===== src/rtl/dff_mem_arbiter_pkg.sv =====
// Shared definitions for the two-requester memory arbiter.
//   - default address/data widths
//   - FSM state encoding
//   - requester ID encoding (A=0, B=1) and a one-hot helper
package dff_mem_pkg;

  localparam int unsigned ADDR_W_DEF = 4;
  localparam int unsigned DATA_W_DEF = 8;

  typedef enum logic [1:0] {
    ST_IDLE  = 2'd0,
    ST_ISSUE = 2'd1,
    ST_WAIT  = 2'd2,
    ST_RESP  = 2'd3
  } state_e;

  typedef enum logic {
    REQ_A = 1'b0,
    REQ_B = 1'b1
  } req_id_e;

  // One-hot position of a requester: bit 0 = A, bit 1 = B.
  function automatic logic [1:0] id_onehot(input req_id_e id);
    return (id == REQ_B) ? 2'b10 : 2'b01;
  endfunction

endpackage


===== src/rtl/dff_mem_arbiter_rr_arb2.sv =====
// Two-way round-robin selector.
//   req_i        : request vector, bit 0 = A, bit 1 = B
//   last_grant_i : requester ID that won the most recent handshake
//   gnt_o        : one-hot grant (all zero when nothing requests)
// With a single requester it wins outright; under contention the
// requester that did not win last time is chosen.
module rr_arb2
  import dff_mem_pkg::*;
(
  input  logic [1:0] req_i,
  input  logic       last_grant_i,
  output logic [1:0] gnt_o
);

  always_comb begin
    gnt_o = '0;
    if (req_i == 2'b11) begin
      gnt_o = (last_grant_i == REQ_A) ? id_onehot(REQ_B) : id_onehot(REQ_A);
    end else begin
      gnt_o = req_i;
    end
  end

endmodule


===== src/rtl/dff_mem_arbiter.sv =====
// Sequences single-outstanding memory transactions from two requesters
// (A and B) onto one external registered memory.
// Ports:
//   clk, rst            : clock, synchronous active-high reset
//   ena                 : when low, no new grants (in-flight work finishes)
//   a_*/b_*             : per-requester valid/ready/we/addr/wdata and rsp pulse
//   rsp_rdata           : read data, held until the next completed read
//   mem_en/we/addr/wdata: memory command, strobed for one cycle in ISSUE
//   mem_rdata           : memory read data, valid the cycle after a read strobe
//   busy                : high whenever the FSM is not in IDLE
// Latency from handshake cycle T: write rsp at T+2, read rsp at T+3.
module dff_mem_arbiter
  import dff_mem_pkg::*;
#(
  parameter int unsigned ADDR_W = ADDR_W_DEF,
  parameter int unsigned DATA_W = DATA_W_DEF
) (
  input  logic              clk,
  input  logic              rst,
  input  logic              ena,
  input  logic              a_valid,
  input  logic              b_valid,
  output logic              a_ready,
  output logic              b_ready,
  input  logic              a_we,
  input  logic              b_we,
  input  logic [ADDR_W-1:0] a_addr,
  input  logic [ADDR_W-1:0] b_addr,
  input  logic [DATA_W-1:0] a_wdata,
  input  logic [DATA_W-1:0] b_wdata,
  output logic              a_rsp,
  output logic              b_rsp,
  output logic [DATA_W-1:0] rsp_rdata,
  output logic              mem_en,
  output logic              mem_we,
  output logic [ADDR_W-1:0] mem_addr,
  output logic [DATA_W-1:0] mem_wdata,
  input  logic [DATA_W-1:0] mem_rdata,
  output logic              busy
);

  state_e              state_q;
  req_id_e             owner_q;
  req_id_e             last_grant_q;
  logic                mem_en_q;
  logic                mem_we_q;
  logic [ADDR_W-1:0]   mem_addr_q;
  logic [DATA_W-1:0]   mem_wdata_q;
  logic                a_rsp_q;
  logic                b_rsp_q;
  logic [DATA_W-1:0]   rsp_rdata_q;
  logic                busy_q;

  logic [1:0]          gnt;
  logic                can_grant;

  rr_arb2 u_rr_arb2 (
    .req_i        ({b_valid, a_valid}),
    .last_grant_i (last_grant_q),
    .gnt_o        (gnt)
  );

  // Ready is only offered from IDLE with ena high; rst masks it so nothing
  // can be accepted in the same cycle reset is being applied.
  assign can_grant = (state_q == ST_IDLE) && ena && !rst;
  assign a_ready   = can_grant && gnt[0];
  assign b_ready   = can_grant && gnt[1];

  // The mem_* command registers double as the latched request: they are
  // loaded on the handshake and therefore present during ISSUE. mem_we_q
  // stays valid through ISSUE so it also steers the write/read branch.
  always_ff @(posedge clk) begin
    if (rst) begin
      state_q      <= ST_IDLE;
      owner_q      <= REQ_A;
      last_grant_q <= REQ_B;
      mem_en_q     <= 1'b0;
      mem_we_q     <= 1'b0;
      mem_addr_q   <= '0;
      mem_wdata_q  <= '0;
      a_rsp_q      <= 1'b0;
      b_rsp_q      <= 1'b0;
      rsp_rdata_q  <= '0;
      busy_q       <= 1'b0;
    end else begin
      unique case (state_q)
        ST_IDLE: begin
          a_rsp_q <= 1'b0;
          b_rsp_q <= 1'b0;
          if (a_ready || b_ready) begin
            owner_q      <= b_ready ? REQ_B : REQ_A;
            last_grant_q <= b_ready ? REQ_B : REQ_A;
            mem_en_q     <= 1'b1;
            mem_we_q     <= b_ready ? b_we    : a_we;
            mem_addr_q   <= b_ready ? b_addr  : a_addr;
            mem_wdata_q  <= b_ready ? b_wdata : a_wdata;
            busy_q       <= 1'b1;
            state_q      <= ST_ISSUE;
          end
        end
        ST_ISSUE: begin
          mem_en_q <= 1'b0;
          if (mem_we_q) begin
            a_rsp_q <= (owner_q == REQ_A);
            b_rsp_q <= (owner_q == REQ_B);
            state_q <= ST_RESP;
          end else begin
            state_q <= ST_WAIT;
          end
        end
        ST_WAIT: begin
          rsp_rdata_q <= mem_rdata;
          a_rsp_q     <= (owner_q == REQ_A);
          b_rsp_q     <= (owner_q == REQ_B);
          state_q     <= ST_RESP;
        end
        ST_RESP: begin
          a_rsp_q <= 1'b0;
          b_rsp_q <= 1'b0;
          busy_q  <= 1'b0;
          state_q <= ST_IDLE;
        end
        default: begin
          state_q <= ST_IDLE;
        end
      endcase
    end
  end

  assign mem_en    = mem_en_q;
  assign mem_we    = mem_we_q;
  assign mem_addr  = mem_addr_q;
  assign mem_wdata = mem_wdata_q;
  assign a_rsp     = a_rsp_q;
  assign b_rsp     = b_rsp_q;
  assign rsp_rdata = rsp_rdata_q;
  assign busy      = busy_q;

endmodule


===== config.mk =====
export PLATFORM = sky130hd
export DESIGN_NAME = dff_mem_arbiter
export DESIGN_NICKNAME = d
export VERILOG_FILES = /design/src/rtl/dff_mem_arbiter_pkg.sv /design/src/rtl/dff_mem_arbiter_rr_arb2.sv /design/src/rtl/dff_mem_arbiter.sv
export SDC_FILE = /design/constraint.sdc
export NUM_CORES = 1
export LEC_CHECK = 0
export ABC_AREA = 0
export ABC_CLOCK_PERIOD_IN_PS = 1500
export CORE_AREA = 8 8 81 76
export DETAILED_ROUTE_END_ITERATION = 12
export DIE_AREA = 0 0 89 84
export PLACE_DENSITY = 0.68
export SETUP_SLACK_MARGIN = 0.4
export SKIP_LAST_GASP = 1
export SYNTH_ARGS = -nofsm -noshare
export SYNTH_HDL_FRONTEND = slang
export SYNTH_SLANG_ARGS = --single-unit

===== constraint.sdc =====
create_clock -name clk -period 1.5 [get_ports clk]
set_input_delay 0.3 -clock clk [delete_from_list [all_inputs] [get_ports clk]]
set_output_delay 0.3 -clock clk [all_outputs]
set_load 0.05 [all_outputs]

==> results_dict.tcl <==
set metrics [dict create \
    clock_path_buffers 2 \
    dp_hpwl_microns 3380 \
    p_leak_uw 0.00112 \
    layout_min_cycle_time_ns 1.59 \
    fillers 397 \
    ys_warn_count 0 \
    holdBufCountCts 0 \
    synth_area_leader_cell "dfxtp_1" \
    r2r_end "mem_wdata[5]$_SDFFE_PP0P_" \
    synth-compound-area-share_pct 19.8 \
    numCtsBuffers 5 \
    netlist.area_leader.share_pct 41.6 \
    finalPower_uw 4190 \
    core_sq_um 4740 \
    die_w_microns 89 \
    worstSkewPairLatency_ns 0.28 \
    min_to "b_rsp$_SDFFE_PP0P_" \
    clk_pin_slew_ns 0.07 \
    antenna_cells 0 \
    cts_sinks 29 \
    gr-total-overflow 0 \
    synth-seq-cells 29 \
    start_kind "flop" \
    synth.distinct_cells 27 \
    ys_seq_area_share_pct 41.6 \
    synth_async_sr_flop_share_pct 0 \
    drive_gt1_share_pct 52.0 \
    wl_per_cell_microns 14.9 \
    max_freq_ghz 0.627 \
    synthCells 150 \
    antenna_found_initial 0 \
    irDropWorstVdd_uv 662 \
    rr_worst_depth 8 \
    arrival_ns 1.29 \
    yosys.area_share.simple_pct 21.7 \
    die_y_microns 84 \
    remaining_drc_errors 0 \
    synth_edf_count 0 \
    fin_crit_sh_pct 106 \
    hold_viol 0 \
    syn-mean-instance-area_sq_um 9.30 \
    cellPowerDensity_nw_per_um2 1460 \
    path_max_fanout 3 \
    finalNetCount 290 \
    yosys.area_share.adder_pct 4.48 \
    status "complete, but fails checks" \
    area_growth_syn_to_layout_pct 106 \
    worst_pin_slew_ns 0.225 \
    r2r_start "state_q[0]$_SDFFE_PP0P_" \
    layout.cells.non_filler 311 \
    required_ns 1.20 \
    rows 24 \
    relSlewSlack_pct 85.0 \
    viasPerCell 4.51 \
    hold_slack_ns 0.463 \
    maxCapViolCount 0 \
    yosys-top-cells-count "nand2_1, dfxtp_1, nor2_1" \
    rsz0062_at_grt "yes" \
    synth.net_count 194 \
    muxShareOfSynthArea_pct 6.46 \
    dr.pass1.iters 3 \
    port_buffers 65 \
    dpl_worst_slack_ns -0.257 \
    die_area_sq_um 7480 \
    holdCritStartpoint "owner_q$_SDFFE_PP0P_" \
    fin_util_pct 60.5 \
    syn_area_sq_um 1400 \
    initial_core_util_pct 29.4 \
    hp-class "flop to flop" \
    synthFlopType "dfxtp_1" \
    synthXorXnorAreaFrac_pct 0 \
    path_class "flop to output port" \
    place_inst 287 \
    routed_wl_microns 4640 \
    register_area_sq_um 629 \
    r2r_slack_ns -0.06 \
    setup_viol 15 \
    drt_iter0_drc 14 \
    ant_nets 0 \
    grt_usage_pct 12.8 \
    clock_skew_ns 0.00471 \
    gp_congestion 0.697 \
    ioPinCount 66 \
    grt_first_pass_wirelength_microns 7370 \
    post-synth-top-count-cell "nand2_1" \
    htreeDepth 2 \
    fin_ws_ns -0.0946 \
    hold_path_depth 2 \
    vias 1402 \
    worstSetupEndpointType "output port" \
    synth_top_family_by_area "simple AND/OR/NAND/NOR gates" \
    finalMaxSlewViolations 0 \
    cts_tree "yes" \
    grt_max_degree 19 \
    synth.area.top_cells "dfxtp_1, a311oi_2, nand2_1" \
    multi_input_area_sq_um 856 \
    violations "negative setup slack" \
    first_global_vias 1474 \
    clockRootBuffer "clkbuf_8" \
]
[layout make-up]
| class | instances | area share [%] |
|---|---|---|
| inverter | 5 | 0.828 |
| sequential | 29 | 21.9 |
| timing repair buffer | 99 | 41.6 |
| tap | 65 | 2.83 |
| clock buffer | 7 | 3.01 |
| multi-input combinational | 106 | 29.8 |
[worst max-delay path, stage by stage, from the launching register on]
cell	delay, ns
dfxtp_4	0.35
inv_4	0.06
ha_4	0.17
nand2_8	0.07
nor3_4	0.20
buf_12	0.16
[layer usage]
metal | GRT usage (%) | part of all wire, % | routed length [microns] | vias up
met3 | 2.66 | 3.6 | 169 | 5
met1 | 13.7 | 40 | 1870 | 667
li1 | - | - | - | 707
met2 | 23.1 | 55 | 2540 | 23
met4 | 5.44 | 1.3 | 60 | 0
met5 | 0 | 0 | 0 | -
[registers in the layout, indices dropped and copies added (netlist names)]
signal,count
mem_we,1
last_grant_q,1
b_rsp,1
owner_q,1
a_rsp,1
mem_wdata,8
busy,1
mem_en,1
mem_addr,4
rsp_rdata,8
state_q,2
[kinds of logic after synthesis]
kind of cell             after synthesis
AND/OR/NAND/NOR                       69
AO/OA/AOI/OAI                         23
buffers and inverters                 15
flip-flops                            29
adder cells (fa/ha/maj)                5
multiplexers                           9
[worst max-delay path by stage]
stage / start / to / depth (start not counted)
after floorplan: state_q[0]$_SDFFE_PP0P_ / a_ready / 4
after global placement: b_valid / mem_we$_SDFFE_PP0P_ / 6
after detailed placement: b_valid / mem_addr[3]$_SDFFE_PP0P_ / 6
after CTS: state_q[0]$_SDFFE_PP0P_ / a_ready / 5
after global routing: state_q[0]$_SDFFE_PP0P_ / a_ready / 5
final: state_q[0]$_SDFFE_PP0P_ / a_ready / 5
[layout by cell type (no fill, tap or decap), drive strengths merged, types with 2 or more instances in the layout]
master	n
buf	62
dlygate4sd2	3
o21ai	2
clkbuf	7
dfxtp	29
nor3	3
ha	5
nand3	2
nor2	28
a211oi	3
inv	5
mux2i	9
a311oi	13
nand2	31
nand2b	3
clkdlybuf4s50	34
[timing repair]
item | in CTS | in global routing
buffers inserted | 12 | 5
resized for setup | 44 | 4
pin swaps | 4 | 5
setup endpoints to repair | 54 | 37
[metrics by stage]
stage          setup TNS [ns]  cell area [sq um]
4_1_cts                -0.514               2810
5_1_grt                 -1.67               2870
2_1_floorplan               0               1520
6_report               -0.510               2870
3_3_place_gp            -3.82               2540
3_5_place_dp            -4.10               2540
[report_power, final]
group	switching [uW]	internal (uW)
sequential	151	962
combinational	1160	1260
clock	297	363
total	1600	2580
(Power assumes the default switching activity.)
